--- src/rtl/slink_rx_reader.sv ---
// SLINK RX FIFO reader: frames {sop,eop,payload} words into a single-packet buffer and waits for a consumer ack.
// Optional SLINK_RD_CHKSUM_EN: the last two words of a packet carry a 16-bit sum and its complement.
module slink_rx_reader #(
  parameter int MAX_LEN = 512,
  parameter int AW      = 9
) (
  input  logic          clk_125m,
  input  logic          rst_125m,
  input  logic          slink_mm_empty,
  input  logic          slink_mm_dval,
  input  logic [17:0]   slink_mm_data,
  output logic          mm_slink_rdreq,
  output logic          pkt_wr_en,
  output logic [AW-1:0] pkt_wr_addr,
  output logic [15:0]   pkt_wr_data,
  output logic          pkt_done,
  output logic [AW:0]   pkt_len,
  output logic          pkt_err,
  input  logic          pkt_ack,
  output logic [2:0]    dbg_state_o
);

  // Handshake: mm_slink_rdreq pops one word when the FIFO is non-empty; slink_mm_dval marks that word exactly
  // one cycle later and is honoured only while a read is outstanding. pkt_done pulses once; pkt_ack (level or
  // pulse) in WAIT releases the buffer.
  typedef enum logic [2:0] {S_IDLE, S_RECV, S_DROP, S_DONE, S_WAIT} state_t;

  localparam logic [AW:0] MAX_CNT = (AW+1)'(MAX_LEN);
`ifdef SLINK_RD_CHKSUM_EN
  localparam logic CHK_EN = 1'b1;
`else
  localparam logic CHK_EN = 1'b0;
`endif

  state_t      state_q, state_d;
  logic        rd_pend_q;
  logic        skid_full_q, skid_full_d;
  logic [17:0] skid_q, skid_d;
  logic [AW:0] cnt_q, cnt_d, cnt_inc;
  logic [AW:0] len_q, len_d;
  logic        err_q, err_d;
  logic        in_vld, in_sop, in_eop, rdreq;
  logic [17:0] in_word;
  logic [15:0] in_pay;
  logic        wr_en, chk_bad;
  logic [AW-1:0] wr_addr;

  // A held skid word takes priority; no read is ever in flight while it is full.
  assign in_vld  = ~rst_125m & (skid_full_q | (rd_pend_q & slink_mm_dval));
  assign in_word = skid_full_q ? skid_q : slink_mm_data;
  assign in_sop  = in_word[17];
  assign in_eop  = in_word[16];
  assign in_pay  = in_word[15:0];
  assign cnt_inc = cnt_q + 1'b1;

`ifdef SLINK_RD_CHKSUM_EN
  logic [15:0] sum_all_q, sum_all_d, sum_excl_q, sum_excl_d, prev_q, prev_d;

  always_comb begin
    sum_all_d  = sum_all_q;
    sum_excl_d = sum_excl_q;
    prev_d     = prev_q;
    if (wr_en) begin
      sum_excl_d = (state_q == S_IDLE) ? 16'h0 : sum_all_q;
      sum_all_d  = ((state_q == S_IDLE) ? 16'h0 : sum_all_q) + in_pay;
      prev_d     = in_pay;
    end
  end

  // prev_q is the checksum word, sum_excl_q the sum of everything before it.
  assign chk_bad = (prev_q != sum_excl_q) | (in_pay != ~sum_excl_q);

  always_ff @(posedge clk_125m) begin
    if (rst_125m) begin
      sum_all_q  <= '0;
      sum_excl_q <= '0;
      prev_q     <= '0;
    end else begin
      sum_all_q  <= sum_all_d;
      sum_excl_q <= sum_excl_d;
      prev_q     <= prev_d;
    end
  end
`else
  assign chk_bad = 1'b0;
`endif

  always_comb begin
    state_d     = state_q;
    cnt_d       = cnt_q;
    len_d       = len_q;
    err_d       = err_q;
    skid_full_d = skid_full_q;
    skid_d      = skid_q;
    wr_en       = 1'b0;
    wr_addr     = '0;
    case (state_q)
      S_IDLE: begin
        if (in_vld) begin
          skid_full_d = 1'b0;
          if (in_sop) begin
            wr_en = 1'b1;
            cnt_d = (AW+1)'(1);
            if (in_eop) begin
              len_d   = (AW+1)'(1);
              err_d   = CHK_EN;
              state_d = S_DONE;
            end else begin
              state_d = S_RECV;
            end
          end
        end
      end
      S_RECV: begin
        if (in_vld) begin
          if (in_sop) begin
            len_d       = cnt_q;
            err_d       = 1'b1;
            skid_d      = in_word;
            skid_full_d = 1'b1;
            state_d     = S_DONE;
          end else begin
            wr_en   = 1'b1;
            wr_addr = cnt_q[AW-1:0];
            cnt_d   = cnt_inc;
            if (in_eop) begin
              len_d   = cnt_inc;
              err_d   = chk_bad;
              state_d = S_DONE;
            end else if (cnt_inc == MAX_CNT) begin
              state_d = S_DROP;
            end
          end
        end
      end
      S_DROP: begin
        if (in_vld && (in_sop || in_eop)) begin
          len_d   = MAX_CNT;
          err_d   = 1'b1;
          state_d = S_DONE;
          if (in_sop) begin
            skid_d      = in_word;
            skid_full_d = 1'b1;
          end
        end
      end
      S_DONE: state_d = S_WAIT;
      S_WAIT: if (pkt_ack) state_d = S_IDLE;
      default: state_d = S_IDLE;
    endcase
  end

  // Stop reading the moment a word closes the packet so at most the skid word is ever pending.
  assign rdreq = ~rst_125m & ~slink_mm_empty & ~skid_full_q & (state_d != S_DONE) &
                 ((state_q == S_IDLE) | (state_q == S_RECV) | (state_q == S_DROP));

  always_ff @(posedge clk_125m) begin
    if (rst_125m) begin
      state_q     <= S_IDLE;
      rd_pend_q   <= 1'b0;
      skid_full_q <= 1'b0;
      skid_q      <= '0;
      cnt_q       <= '0;
      len_q       <= '0;
      err_q       <= 1'b0;
    end else begin
      state_q     <= state_d;
      rd_pend_q   <= rdreq;
      skid_full_q <= skid_full_d;
      skid_q      <= skid_d;
      cnt_q       <= cnt_d;
      len_q       <= len_d;
      err_q       <= err_d;
    end
  end

  assign mm_slink_rdreq = rdreq;
  assign pkt_wr_en      = wr_en;
  assign pkt_wr_addr    = wr_addr;
  assign pkt_wr_data    = wr_en ? in_pay : 16'h0;
  assign pkt_done       = (state_q == S_DONE);
  assign pkt_len        = len_q;
  assign pkt_err        = err_q;
  assign dbg_state_o    = state_q;

endmodule
--- config.mk ---
export PLATFORM = sky130hd
export DESIGN_NAME = slink_rx_reader
export DESIGN_NICKNAME = d
export VERILOG_FILES = /design/src/rtl/slink_rx_reader.sv
export SDC_FILE = /design/constraint.sdc
export NUM_CORES = 1
export LEC_CHECK = 0
export ABC_AREA = 0
export CAP_MARGIN = 20
export CORE_MARGIN = 3
export CORE_UTILIZATION = 34
export CTS_BUF_LIST = sky130_fd_sc_hd__clkbuf_2 sky130_fd_sc_hd__clkbuf_4 sky130_fd_sc_hd__clkbuf_8
export CTS_CLUSTER_DIAMETER = 50
export DETAILED_ROUTE_END_ITERATION = 10
export DONT_BUFFER_PORTS = 1
export PLACE_DENSITY_LB_ADDON = 0.08
export SLEW_MARGIN = 15
export SYNTH_ARGS = -nofsm -noshare
export SYNTH_HDL_FRONTEND = slang
export SYNTH_SLANG_ARGS = --single-unit
--- constraint.sdc ---
create_clock -name clk_125m -period 3.5 [get_ports clk_125m]
set_input_delay 0.35 -clock clk_125m [delete_from_list [all_inputs] [get_ports clk_125m]]
set_output_delay 0.35 -clock clk_125m [all_outputs]
set_load 0.01 [all_outputs]
==> metrics.yaml, run 1 <==
outcome:
  outcome: "complete, no violations"
flow_run:
  cap_violations: 0
synth:
  yosys_most_used_dff: "dfxtp_1"
  synth_top_cell_by_area: "dfxtp_1"
  ys.warnings.count: 0
  synth.avg_cell_area_um2: 7.824
  syn_area_um2: 2629
  synth.area.top_cells: "dfxtp_1, mux2i_1, nand2_1, a21oi_1, nor2_1"
  yosysTopAreaCellShare: 0.3351
  synth_cell_types: 54
  synthArstFlopShare: 0
  synthesis.nets: 361
  synth_seq_cells: 44
  synth-seq-area-share: 0.3351
  syn_inst: 336
  synth_edf_count: 0
final_layout:
  drive_gt1_frac: 0.1031
  final_cell_mix: "nand2_1, dfxtp_1, nor2_1"
  area_growth_pct: 2.522
  antennaDiodeCount: 0
  nets: 344
  regArea_um2: 880.8
  fillers: 800
  multiInputGateArea_um2: 1558
  layout_commonest_cell: "nand2_1"
global_routing:
  track_usage: 0.1495
  grt.overflow.total: 0
  grt_pass1_vias: 2091
  grt_max_degree: 37
  antenna_found_initial: 0
  grt_pass1_wl_um: 10450
floorplan:
  start_util: 0.3567
  dieArea_um2: 8823
  placementRows: 31
  die_w_um: 93.93
  die_h_um: 93.93
  coreArea_um2: 7370
  io_pins: 65
routing:
  wl_per_cell_um: 15.30
  drc: 0
  ant_nets: 0
  dr.pass1.iters: 4
  wirelength_um: 6412
  drtIter0Drc: 153
  vias_per_cell: 5.158
  vias: 2161
clocking:
  cts_buffers: 5
  worst_skew_pair.late_latency_ns: 0.30
  clkTransAtPathRegs_ns: 0.09
  cts_root_buffer: "clkbuf_8"
  cts_setup_buffers: 0
  cts.repair.resized: 0
  cts.path.max_buffers: 2
  hold_buffers: 0
  cts_tree: "built"
  h-tree-depth: 2
  cts.sinks: 44
setup_path:
  required_ns: 3.15
  cp-start-kind: "flop"
  worstPathArrival_ns: 2.60
  end_kind: "primary output"
  worstSetupPathType: "reg -> out"
  crit_fanout: 12
sta:
  fin_setup_tns_ns: 0
  setup_viol: 0
  fmax_mhz: 339.0
  post-route-period-util: 0.8429
  hold_violations: 0
  finalCriticalPeriod_ns: 2.950
  max_slew_margin: 0.4706
  fin_skew_ns: 0.008158
  worstMarginPinSlew_ns: 0.7881
  rsz0062_at_grt: "false"
  holdWs_ns: 0.1150
  slew_viol_final: 0
placement:
  post-dp-hpwl_um: 4490
  portBuffers: 0
  gp_congestion: 0.7618
power_and_ir_drop:
  p_leak_nw: 0.9929
  p_per_area_nw_per_um2: 326.6
  ir_drop_mv: 0.1759
worst_hold_path:
  hold_class: "in -> reg"
## critical path: stages, from the launching register on
cell and delay, ns:
dfxtp_1 0.46, ha_1 0.37, xnor2_1 0.16, nand4_1 0.16, a2111oi_4 0.33, and4_1 0.28, o211ai_2 0.08, buf_4 0.22
and3_2 0.24
## cell type report
cell class                 count  share of cell area
clock buffer                   5             0.02553
clock inverter                 3            0.006964
inverter                       4            0.005571
multi-input combinational    260              0.5780
sequential                    44              0.3268
tap                           99             0.04596
timing repair buffer           4             0.01114
## final timing paths
check | from | endpoint | slack, ns | depth (start not counted)
worst max-delay path | cnt_q[0]$_SDFFE_PP0P_ | mm_slink_rdreq | 0.55 | 8
worst min-delay path | rst_125m | skid_q[17]$_SDFFE_PP0P_ | 0.11 | 1
worst max register to register | cnt_q[0]$_SDFFE_PP0P_ | rd_pend_q$_SDFF_PP0_ | 1.12 | 8
worst min register to register | skid_q[17]$_SDFFE_PP0P_ | skid_q[17]$_SDFFE_PP0P_ | 0.45 | 2
## metal layers
layer,up-vias,global-route usage,routed length [um]
li1,1100,-,-
met4,0,0.03851,42
met5,-,0,0
met1,1000,0.2031,3072
met3,4,0.04167,391
met2,57,0.2330,2904
## flip-flops by register name, indices dropped and copies added, names as in the netlist
name         count
cnt_q           10
skid_full_q      1
pkt_err          1
dbg_state_o      3
rd_pend_q        1
skid_q          18
pkt_len         10
## cell usage after synthesis, types with 2 or more instances
cell type and number:
xor2_1 5, clkbuf_8 2, nor4_1 3, or2_2 2
nand3_1 7, and3_2 3, buf_2 5, nand4_1 2
nand2_1 65, or3_1 4, a21o_1 4, and4_1 2
and3_1 2, nand3b_1 3, ha_1 2, buf_4 4
nor3_1 5, inv_1 3, a211o_1 3, o21ai_0 5
o21ai_1 2, a21oi_1 33, xnor2_1 6, a22oi_1 2
dfxtp_1 44, mux2i_1 27, and2_1 8, buf_6 3
or2b_2 3, o2111ai_1 2, clkbuf_1 12, mux2_2 2
nor2_1 40
## per-stage QoR
step | power (mW) | utilization | area [um2] | cells | worst slack [ns]
2_1_floorplan | 0.5645 | - | 2629 | 336 | 1.237
3_3_place_gp | 0.5678 | 0.3538 | 2608 | 411 | 0.9103
3_5_place_dp | 0.5670 | 0.3538 | 2608 | 411 | 0.8934
4_1_cts | 0.9002 | 0.3657 | 2695 | 419 | 0.5445
5_1_grt | 0.9225 | 0.3657 | 2695 | 419 | 0.3001
6_report | 0.8803 | 0.3657 | 2695 | 419 | 0.5498
## cells by family (layout without fill, tap and decap cells)
family / Yosys count / after routing / share of synthesized area
AO/OA/AOI/OAI: 56 / 56 / 0.1357
XOR/XNOR: 11 / 11 / 0.03665
adder cells (fa/ha/maj): 2 / 2 / 0.009518
buffers and inverters: 32 / 16 / 0.07234
flip-flops: 44 / 44 / 0.3351
multiplexers: 29 / 29 / 0.1114
AND/OR/NAND/NOR: 162 / 162 / 0.2994
## report_power, final
part / internal (mW) / total [mW] / switching, mW
logic: 0.0183 / 0.0487 / 0.0304
clock network: 0.140 / 0.325 / 0.186
registers: 0.503 / 0.506 / 0.00360
total: 0.660 / 0.880 / 0.220
Note: power is estimated with default switching activity, not from simulation.
==> run 2: changes to the inputs <==
clock period = 2.8 ns   (was 3.5 ns; I/O delays follow)
==> metrics.yaml, run 2 (synthesized netlist as in run 1, its figures left out) <==
outcome:
  outcome: "complete, no violations"
final_layout:
  fillers: 797
  regMostFlops: "skid_q"
  nets: 351
  utilization: 0.3769
  final_cell_mix: "nand2_1, dfxtp_1, nor2_1"
  layout_commonest_cell: "nand2_1"
  antennaDiodeCount: 0
  area_growth_pct: 5.664
  largest_register_ffs: 18
  drive_gt1_frac: 0.1254
clocking:
  cts.sinks: 44
  cts.path.max_buffers: 2
  h-tree-depth: 2
  cts_buffers: 5
  worst_skew_pair.late_latency_ns: 0.31
  cts_root_buffer: "clkbuf_8"
  cts_tree: "built"
  clkTransAtPathRegs_ns: 0.09
  cts_setup_buffers: 0
routing:
  ant_nets: 0
  vias: 2195
  drtIter0Drc: 127
  vias_per_cell: 5.153
  wirelength_um: 6616
  dr.pass1.iters: 4
  wl_per_cell_um: 15.53
  drc: 0
floorplan:
  start_util: 0.3567
  die_h_um: 93.93
  coreArea_um2: 7370
  dieArea_um2: 8823
  die_w_um: 93.93
  placementRows: 31
  io_pins: 65
sta:
  fin_skew_ns: 0.01150
  rsz0062_at_grt: "false"
  worstMarginPinSlew_ns: 0.5798
  hold_violations: 0
  slew_viol_final: 0
  setup_viol: 0
  finalCriticalPeriod_ns: 2.635
  fin_setup_tns_ns: 0
  post-route-period-util: 0.9411
  fmax_mhz: 379.5
  max_slew_margin: 0.6129
global_routing:
  grt_pass1_wl_um: 10640
  grt_pass1_vias: 2083
  grt_max_degree: 37
  grt.overflow.total: 0
  antenna_found_initial: 0
  track_usage: 0.1539
power_and_ir_drop:
  ir_drop_mv: 0.2090
  p_leak_nw: 1.029
  p_per_area_nw_per_um2: 429.7
worst_hold_path:
  hold_class: "in -> reg"
  whs_path_depth: 1
setup_path:
  end_kind: "primary output"
  reg2regPathDepth: 8
  worstSetupPathType: "reg -> out"
  cp-start-kind: "flop"
  reg2reg_slack_ns: 0.47
  crit_fanout: 9
  worstPathArrival_ns: 2.36
  required_ns: 2.52
placement:
  post-dp-hpwl_um: 4569
  gp_congestion: 0.8038
  portBuffers: 0
flow_run:
  cap_violations: 0
-- run 2: area by class of cell --
cell class | count | area (um2) | share of cell area
clock inverter | 3 | 42.54 | 0.01532
clock buffer | 5 | 68.82 | 0.02477
timing repair buffer | 11 | 85.08 | 0.03063
inverter | 4 | 15.01 | 0.005405
tap | 99 | 123.9 | 0.04459
multi-input combinational | 260 | 1562 | 0.5622
sequential | 44 | 880.8 | 0.3171
-- run 2: path summary, 6_finish.rpt --
kind | from | end
worst max-delay path | cnt_q[0]$_SDFFE_PP0P_ | mm_slink_rdreq
worst min-delay path | rst_125m | skid_q[16]$_SDFFE_PP0P_
worst max register to register | cnt_q[0]$_SDFFE_PP0P_ | rd_pend_q$_SDFF_PP0_
worst min register to register | skid_q[13]$_SDFFE_PP0P_ | skid_q[13]$_SDFFE_PP0P_
-- run 2: per-layer routing --
metal,GRT usage,part of all wire,up-vias
li1,-,-,1122
met1,0.2028,0.46,1017
met2,0.2348,0.45,52
met3,0.06250,0.077,4
met4,0.03610,0.0080,0
met5,0,0,-
-- run 2: per-stage QoR --
stage / std cells / hold WS [ns] / instance area, um2 / power, mW / setup WS, ns
2_1_floorplan: 336 / 0.4160 / 2629 / 0.7057 / 0.6623
3_3_place_gp: 417 / 0.3537 / 2653 / 0.7127 / 0.4797
3_5_place_dp: 417 / 0.3564 / 2653 / 0.7121 / 0.4136
4_1_cts: 425 / 0.01585 / 2764 / 1.215 / 0.07334
5_1_grt: 426 / 0.0008535 / 2778 / 1.258 / 0.004195
6_report: 426 / 0.03467 / 2778 / 1.194 / 0.1648
-- run 2: repair_timing --
action | CTS | global route
setup endpoints to repair | 0 | 5
hold buffers | 0 | 1
hold endpoints to repair | 0 | 7
gates resized for setup | 0 | 2
-- run 2: where the power goes --
group,switching (mW),leakage (nW),total (mW),internal [mW]
clock,0.230,0.0541,0.494,0.264
sequential,0.00471,0.355,0.633,0.628
combinational,0.0407,0.620,0.0669,0.0262
-- run 2: worst max-delay path, stage by stage (launching register included) --
cell and delay [ns]:
dfxtp_1 0.46, ha_2 0.32, xnor2_1 0.14, nand4_1 0.15, a2111oi_4 0.33, and4_1 0.29, o211ai_2 0.10, and3_2 0.25
